`config.mk`:
```
export PLATFORM = sky130hd
export DESIGN_NAME = o_serializer_flat
export DESIGN_NICKNAME = d
export VERILOG_FILES = /design/src/rtl/o_serializer_pkg.sv /design/src/rtl/o_serializer_if.sv /design/src/rtl/o_serializer_shift.sv /design/src/rtl/o_serializer.sv /design/src/flat_wrapper.sv
export SDC_FILE = /design/constraint.sdc
export NUM_CORES = 1
export LEC_CHECK = 0
export CAP_MARGIN = 5
export CORE_ASPECT_RATIO = 0.8
export CORE_MARGIN = 5
export CORE_UTILIZATION = 45
export DETAILED_ROUTE_END_ITERATION = 8
export PLACE_DENSITY = 0.72
export SYNTH_ARGS = -nofsm -noshare
export SYNTH_HDL_FRONTEND = slang
export SYNTH_HIERARCHICAL = 1
export SYNTH_SLANG_ARGS = --single-unit
```
`constraint.sdc`:
```
create_clock -name C -period 1.7 [get_ports C]
set_input_delay 0.34 -clock C [delete_from_list [all_inputs] [get_ports C]]
set_output_delay 0.34 -clock C [all_outputs]
set_load 0.02 [all_outputs]
```
`src/rtl/o_serializer_pkg.sv`:
```
// Shared types and limits for the output serializer.
// Holds the FSM state enum, legal WIDTH range and the bit-counter type.
package o_serializer_pkg;

  typedef enum logic {
    ST_IDLE  = 1'b0,
    ST_SHIFT = 1'b1
  } state_e;

  localparam int WIDTH_MIN = 3;
  localparam int WIDTH_MAX = 10;

  function automatic int clog2(input int n);
    int r;
    r = 0;
    while ((1 << r) < n) r++;
    return r;
  endfunction

  localparam int CNT_W = clog2(WIDTH_MAX);

  typedef logic [CNT_W-1:0] cnt_t;

endpackage

```
`src/rtl/o_serializer_if.sv`:
```
// Word handshake between fabric (master) and serializer (slave).
// D: parallel word, DATA_VALID: word present, DATA_READY: slot free.
interface o_serializer_if #(
  parameter int WIDTH = 4
) ();

  logic [WIDTH-1:0] D;
  logic             DATA_VALID;
  logic             DATA_READY;

  modport master (
    output D,
    output DATA_VALID,
    input  DATA_READY
  );

  modport slave (
    input  D,
    input  DATA_VALID,
    output DATA_READY
  );

endinterface

```
`src/rtl/o_serializer_shift.sv`:
```
// Load/shift register feeding the serial output; shifts toward the output end.
// Ports: C/R/E clock-reset-enable, i_load/i_shift/i_data control, o_head next bit.
module o_serializer_shift
  import o_serializer_pkg::*;
#(
  parameter int   WIDTH      = 4,
  parameter bit   MSB_FIRST  = 1'b0,
  parameter logic IDLE_VALUE = 1'b0
) (
  input  logic             C,
  input  logic             R,
  input  logic             E,
  input  logic             i_load,
  input  logic             i_shift,
  input  logic [WIDTH-1:0] i_data,
  output logic             o_head
);

  logic [WIDTH-1:0] r_sr;

  // The first bit goes straight to Q on a load, so the register
  // keeps only the bits still to come.
  function automatic logic [WIDTH-1:0] shift_once(
    input logic [WIDTH-1:0] x
  );
    if (MSB_FIRST)
      return {x[WIDTH-2:0], IDLE_VALUE};
    else
      return {IDLE_VALUE, x[WIDTH-1:1]};
  endfunction

  always_ff @(posedge C) begin
    if (R) begin
      r_sr <= {WIDTH{IDLE_VALUE}};
    end else if (E) begin
      if (i_load)
        r_sr <= shift_once(i_data);
      else if (i_shift)
        r_sr <= shift_once(r_sr);
    end
  end

  assign o_head = MSB_FIRST ? r_sr[WIDTH-1] : r_sr[0];

endmodule

```
`src/rtl/o_serializer.sv`:
```
// Parallel-to-serial output serializer with one-word holding register.
// Ports: C/R/E, s (word handshake), Q serial out, FRAME first bit, BUSY.
module o_serializer
  import o_serializer_pkg::*;
#(
  parameter int   WIDTH      = 4,
  parameter bit   MSB_FIRST  = 1'b0,
  parameter logic IDLE_VALUE = 1'b0
) (
  input  logic           C,
  input  logic           R,
  input  logic           E,
  o_serializer_if.slave  s,
  output logic           Q,
  output logic           FRAME,
  output logic           BUSY
);

  if (WIDTH < WIDTH_MIN || WIDTH > WIDTH_MAX) begin : g_bad_width
    $error("o_serializer: WIDTH must be 3..10");
  end

  localparam cnt_t LAST = cnt_t'(WIDTH - 1);

  state_e           r_state;
  cnt_t             r_cnt;
  logic [WIDTH-1:0] r_hold;
  logic             r_hold_full;
  logic             r_q;
  logic             r_frame;
  logic             r_busy;

  logic w_run;
  logic w_ready;
  logic w_accept;
  logic w_at_end;
  logic w_load;
  logic w_shift;
  logic w_drain;
  logic w_first;
  logic w_head;

  assign w_run    = E & ~R;
  assign w_ready  = w_run & ~r_hold_full;
  assign w_accept = w_ready & s.DATA_VALID;
  assign w_at_end = (r_state == ST_SHIFT) & (r_cnt == LAST);

  // Exactly one of load/shift/drain fires on an enabled edge
  // unless the block sits idle with nothing held.
  assign w_load  = w_run & r_hold_full &
                   ((r_state == ST_IDLE) | w_at_end);
  assign w_shift = w_run & (r_state == ST_SHIFT) & ~w_at_end;
  assign w_drain = w_run & w_at_end & ~r_hold_full;

  assign w_first = MSB_FIRST ? r_hold[WIDTH-1] : r_hold[0];

  assign s.DATA_READY = w_ready;

  always_ff @(posedge C) begin
    if (R) begin
      r_hold      <= '0;
      r_hold_full <= 1'b0;
    end else if (E) begin
      if (w_accept)
        r_hold <= s.D;
      r_hold_full <= w_accept | (r_hold_full & ~w_load);
    end
  end

  always_ff @(posedge C) begin
    if (R) begin
      r_state <= ST_IDLE;
      r_cnt   <= '0;
      r_q     <= IDLE_VALUE;
      r_frame <= 1'b0;
      r_busy  <= 1'b0;
    end else if (E) begin
      unique case (1'b1)
        w_load: begin
          r_state <= ST_SHIFT;
          r_cnt   <= '0;
          r_q     <= w_first;
          r_frame <= 1'b1;
          r_busy  <= 1'b1;
        end
        w_shift: begin
          r_cnt   <= r_cnt + cnt_t'(1);
          r_q     <= w_head;
          r_frame <= 1'b0;
        end
        w_drain: begin
          r_state <= ST_IDLE;
          r_cnt   <= '0;
          r_q     <= IDLE_VALUE;
          r_frame <= 1'b0;
          r_busy  <= 1'b0;
        end
        default: begin
          r_frame <= 1'b0;
        end
      endcase
    end
  end

  o_serializer_shift #(
    .WIDTH      (WIDTH),
    .MSB_FIRST  (MSB_FIRST),
    .IDLE_VALUE (IDLE_VALUE)
  ) u_shift (
    .C       (C),
    .R       (R),
    .E       (E),
    .i_load  (w_load),
    .i_shift (w_shift),
    .i_data  (r_hold),
    .o_head  (w_head)
  );

  assign Q     = r_q;
  assign FRAME = r_frame;
  assign BUSY  = r_busy;

endmodule
```
`src/flat_wrapper.sv`:
```
// flat-port wrapper written by rule: the top's interface ports become plain ports
module o_serializer_flat import o_serializer_pkg::*;
#(
  parameter int   WIDTH      = 4,
  parameter bit   MSB_FIRST  = 1'b0,
  parameter logic IDLE_VALUE = 1'b0
)
  (C, R, E, Q, FRAME, BUSY, s_D, s_DATA_VALID, s_DATA_READY);
  o_serializer_if #(.WIDTH(WIDTH)) s_i ();
  input  logic C;
  input  logic R;
  input  logic E;
  output logic Q;
  output logic FRAME;
  output logic BUSY;
  input wire logic [$bits(s_i.D)-1:0] s_D;
  input wire logic [$bits(s_i.DATA_VALID)-1:0] s_DATA_VALID;
  output wire logic [$bits(s_i.DATA_READY)-1:0] s_DATA_READY;
  assign s_i.D = s_D;
  assign s_i.DATA_VALID = s_DATA_VALID;
  assign s_DATA_READY = s_i.DATA_READY;
  o_serializer #(.WIDTH(WIDTH), .MSB_FIRST(MSB_FIRST), .IDLE_VALUE(IDLE_VALUE)) u_core (.C(C), .R(R), .E(E), .s(s_i), .Q(Q), .FRAME(FRAME), .BUSY(BUSY));
endmodule
```
==> metrics.md, run 1 <==
| Metric | Value |
|---|---|
| Worst VDD drop | `0.546 mV` |
| Routed Antenna Nets | `0` |
| Clk_lat worst skew | `280 ps` |
| Final period utilization | `97.1%` |
| GRT Total Usage | `14.0%` |
| Nets | `roughly 120` |
| Total power draw | `0.682 mW` |
| Yosys top cell area share | `40.6%` |
| Rows | `13` |
| Via-per-instance ratio | `5.44` |
| Hold slack | `499 ps` |
| Gp weighted congestion | `0.805` |
| PwrDens | `666 nW/um^2` |
| Slew Viols, Final | `0` |
| Post-synth EDFFs | `0` |
| Die Ht | `roughly 46 microns` |
| Worst hold stages | `2` |
| Chip width | `55.3 microns` |
| Final critical-path required period | `around 1700 ps` |
| Vias in the first global route | `645` |
| Synth Cell Area | `739 sq um` |
| Tightest Hold Check Type | `reg -> reg` |
| Clock Pin Slew Worst Setup and Hold Paths | `90 ps` |
| DPL Wire Length | `roughly 1200 microns` |
| Worst-path maximum fanout | `5` |
| First-pass GRT wire length | `2700 microns` |
| Lkg Pwr | `between 0.4 and 0.5 nW` |
| Synth Register Bits | `15` |
| Top area cells in the synthesized netlist | `dfxtp_1, mux2i_1, nor2_1, nand3_1, nor2b_1` |
| Root buf cell | `clkbuf_4` |
| Reg-to-Reg End | `u_core/u_shift/r_sr[2]$_SDFFE_PP0P_` |
| Clock skew | `roughly 1.6 ps` |
| Synth top cells by count | `dfxtp_1, mux2i_1, nor2_1, nand3_1` |
| Crit path DAT | `1830 ps` |
| CTS tree | `done` |
| Req. time, crit path | `approximately 1900 ps` |
| Port buffer count | `11` |
| Worst R2R Path Depth | `7` |
| Clock Path Buffers | `2` |
| R2r startpoint | `u_core/r_cnt[0]$_SDFFE_PP0P_` |
| Leading area contributor after synthesis | `dfxtp_1` |
| Crit. End Element | `register` |
| Core Util, Final | `64.2%` |
| CTS buffer count | `3` |
| Async set-reset flop share out of synthesis | `0%` |
| Yosys cell types | `28` |
| Final hold vios | `0` |
| Ports | `12` |
| Slew @ Worst Pin | `roughly 340 ps` |
| FF-to-FF setup slack | `50 ps` |
| Initial core utilization | `46.4%` |
| DRT Wirelength | `1610 microns` |
| Setup crit start kind | `register` |
| Ys flop type | `dfxtp_1` |
| Layout cell share with drive strength beyond 1 | `28.7%` |
| Iter 0 DRT Violations | `7` |
| GRT overflow | `0` |
| Via Count | `between 700 and 800` |
| Sequential share of the synthesized area | `40.6%` |
| Die Footprint | `2560 sq um` |
| Yosys warns | `6` |
| H-tree Lvls | `1` |
| Max-cap violations | `0` |
| Most numerous cell in the Yosys netlist | `dfxtp_1` |
| Area Growth Syn to Fin | `38.4%` |
| FMAX | `0.606 GHz` |
| Largest net degree at the start of global routing | `16` |
| RSZ-0062 raised after global routing | `true` |
| Final Setup Violations | `0` |
| DRC viols | `0` |
| TritonRoute pass-1 iters | `4` |
| Outcome | `completed` |
| Hold Path End | `u_core/u_shift/r_sr[1]$_SDFFE_PP0P_` |
| Syn Nets | `91` |
| WL per Instance | `between 10 and 15 microns` |
| Initial antenna violation count | `0` |
| Ant. Diodes | `0` |
| Mean Syn Cell Area | `9.02 sq um` |
| Mapped Cells | `82` |
| Hold wc startpoint | `u_core/u_shift/r_sr[1]$_SDFFE_PP0P_` |
| Slew HR | `77.0%` |
| Core area | `roughly 1600 sq um` |
| Setup Crit Path Kind | `reg -> reg` |
| CTS Sinks | `15` |
==> metal layers <==
metal | vias up | global-route usage (%) | share of wire [%]
li1 | 350 | - | -
met1 | 341 | 14.8 | 47
met2 | 12 | 25.7 | 49
met3 | 4 | 3.64 | 2.9
met4 | 0 | 9.22 | 1.6
met5 | - | 0 | 0
==> report_power, final <==
part | total, mW | switching [mW] | leakage, nW | internal, mW
clock | 0.205 | 0.114 | 0.0150 | 0.0912
sequential | 0.367 | 0.00566 | 0.123 | 0.361
combinational | 0.110 | 0.0512 | 0.271 | 0.0585
==> stage by stage <==
stage | std cells | instance area, sq um | setup TNS (ps) | worst slack (ps)
3_5_place_dp | 124 | 962 | -1710 | -274
4_1_cts | 129 | 1000 | 0 | 6.53
3_3_place_gp | 124 | 962 | -1510 | -290
2_1_floorplan | 82 | 746 | 0 | 7.75
6_report | 130 | 1020 | 0 | 48.5
5_1_grt | 130 | 1020 | -53.9 | -19.4
==> how the worst max path moves through the flow <==
stage,from,end,slack (ps),depth (start not counted)
6_report,u_core/r_cnt[0]$_SDFFE_PP0P_,u_core/u_shift/r_sr[2]$_SDFFE_PP0P_,50,7
3_5_place_dp,E,u_core/u_shift/r_sr[0]$_SDFFE_PP0P_,-270,7
3_3_place_gp,R,s_DATA_READY,-290,4
5_1_grt,u_core/r_cnt[0]$_SDFFE_PP0P_,u_core/u_shift/r_sr[1]$_SDFFE_PP0P_,-20,7
2_1_floorplan,u_core/r_cnt[1]$_SDFFE_PP0P_,u_core/u_shift/r_sr[0]$_SDFFE_PP0P_,8,8
4_1_cts,u_core/r_cnt[0]$_SDFFE_PP0P_,u_core/u_shift/r_sr[1]$_SDFFE_PP0P_,7,7
==> sequential cells by signal, indices dropped and copies added (netlist names) <==
| name | flops |
|---|---|
| u_core/r_hold_full | 1 |
| u_core/r_hold | 4 |
| u_core/BUSY | 1 |
| u_core/FRAME | 1 |
| u_core/Q | 1 |
| u_core/u_shift/r_sr | 3 |
| u_core/r_cnt | 4 |
==> cell families after synthesis <==
logic type,Yosys count,share of synthesized area (%)
AOI/OAI and AO/OA,19,19.1
adders and majority gates,1,1.69
buffers and inverters,9,5.58
DFF,15,40.6
muxes,8,10.8
and+or+nand+nor,30,22.2
==> area by class of cell <==
| class | instances | area [sq um] |
|---|---|---|
| inverter | 4 | 15.0 |
| fill | 147 | 571 |
| tap | 22 | 27.5 |
| sequential | 15 | 303 |
| multi-input combinational | 58 | 423 |
| timing repair buffer | 27 | 229 |
| clock buffer | 4 | 26.3 |
==> placed cells by master, fill, tap and decap left out, types with 2 or more instances in the layout <==
master           Yosys  routed
nand2b_1             2       2
nand4_1              3       3
buf_4                0      15
a211oi_1             3       3
mux2i_1              8       8
nand2_1              3       2
clkdlybuf4s50_1      0      10
nor2_1               8       8
clkbuf_4             0       3
a21oi_1              4       4
dfxtp_1             15      13
nand3_1              5       5
o21ai_0              4       4
inv_1                4       4
dfxtp_2              0       2
nor2b_1              4       3
==> critical path: stages, from the launching register on <==
cell	delay (ps)
dfxtp_2	360
ha_4	140
or3b_4	410
nand2_2	90
and3_4	230
o21a_4	160
nand2b_1	100
a21oi_1	60
==> repair_timing <==
| action | in CTS | in global routing |
|---|---|---|
| endpoints found under the setup margin | 5 | 5 |
| gates resized for setup | 5 | 5 |
| setup buffers | 1 | 1 |
| hold buffers | 0 | 0 |
| pin swaps | 1 | 3 |
(Power assumes the default switching activity.)
==> run 2: changes to the inputs <==
- CAP_MARGIN: 5 -> 10
==> results of run 2 <==
Final layout, timing and power as in run 1 (identical DEF).
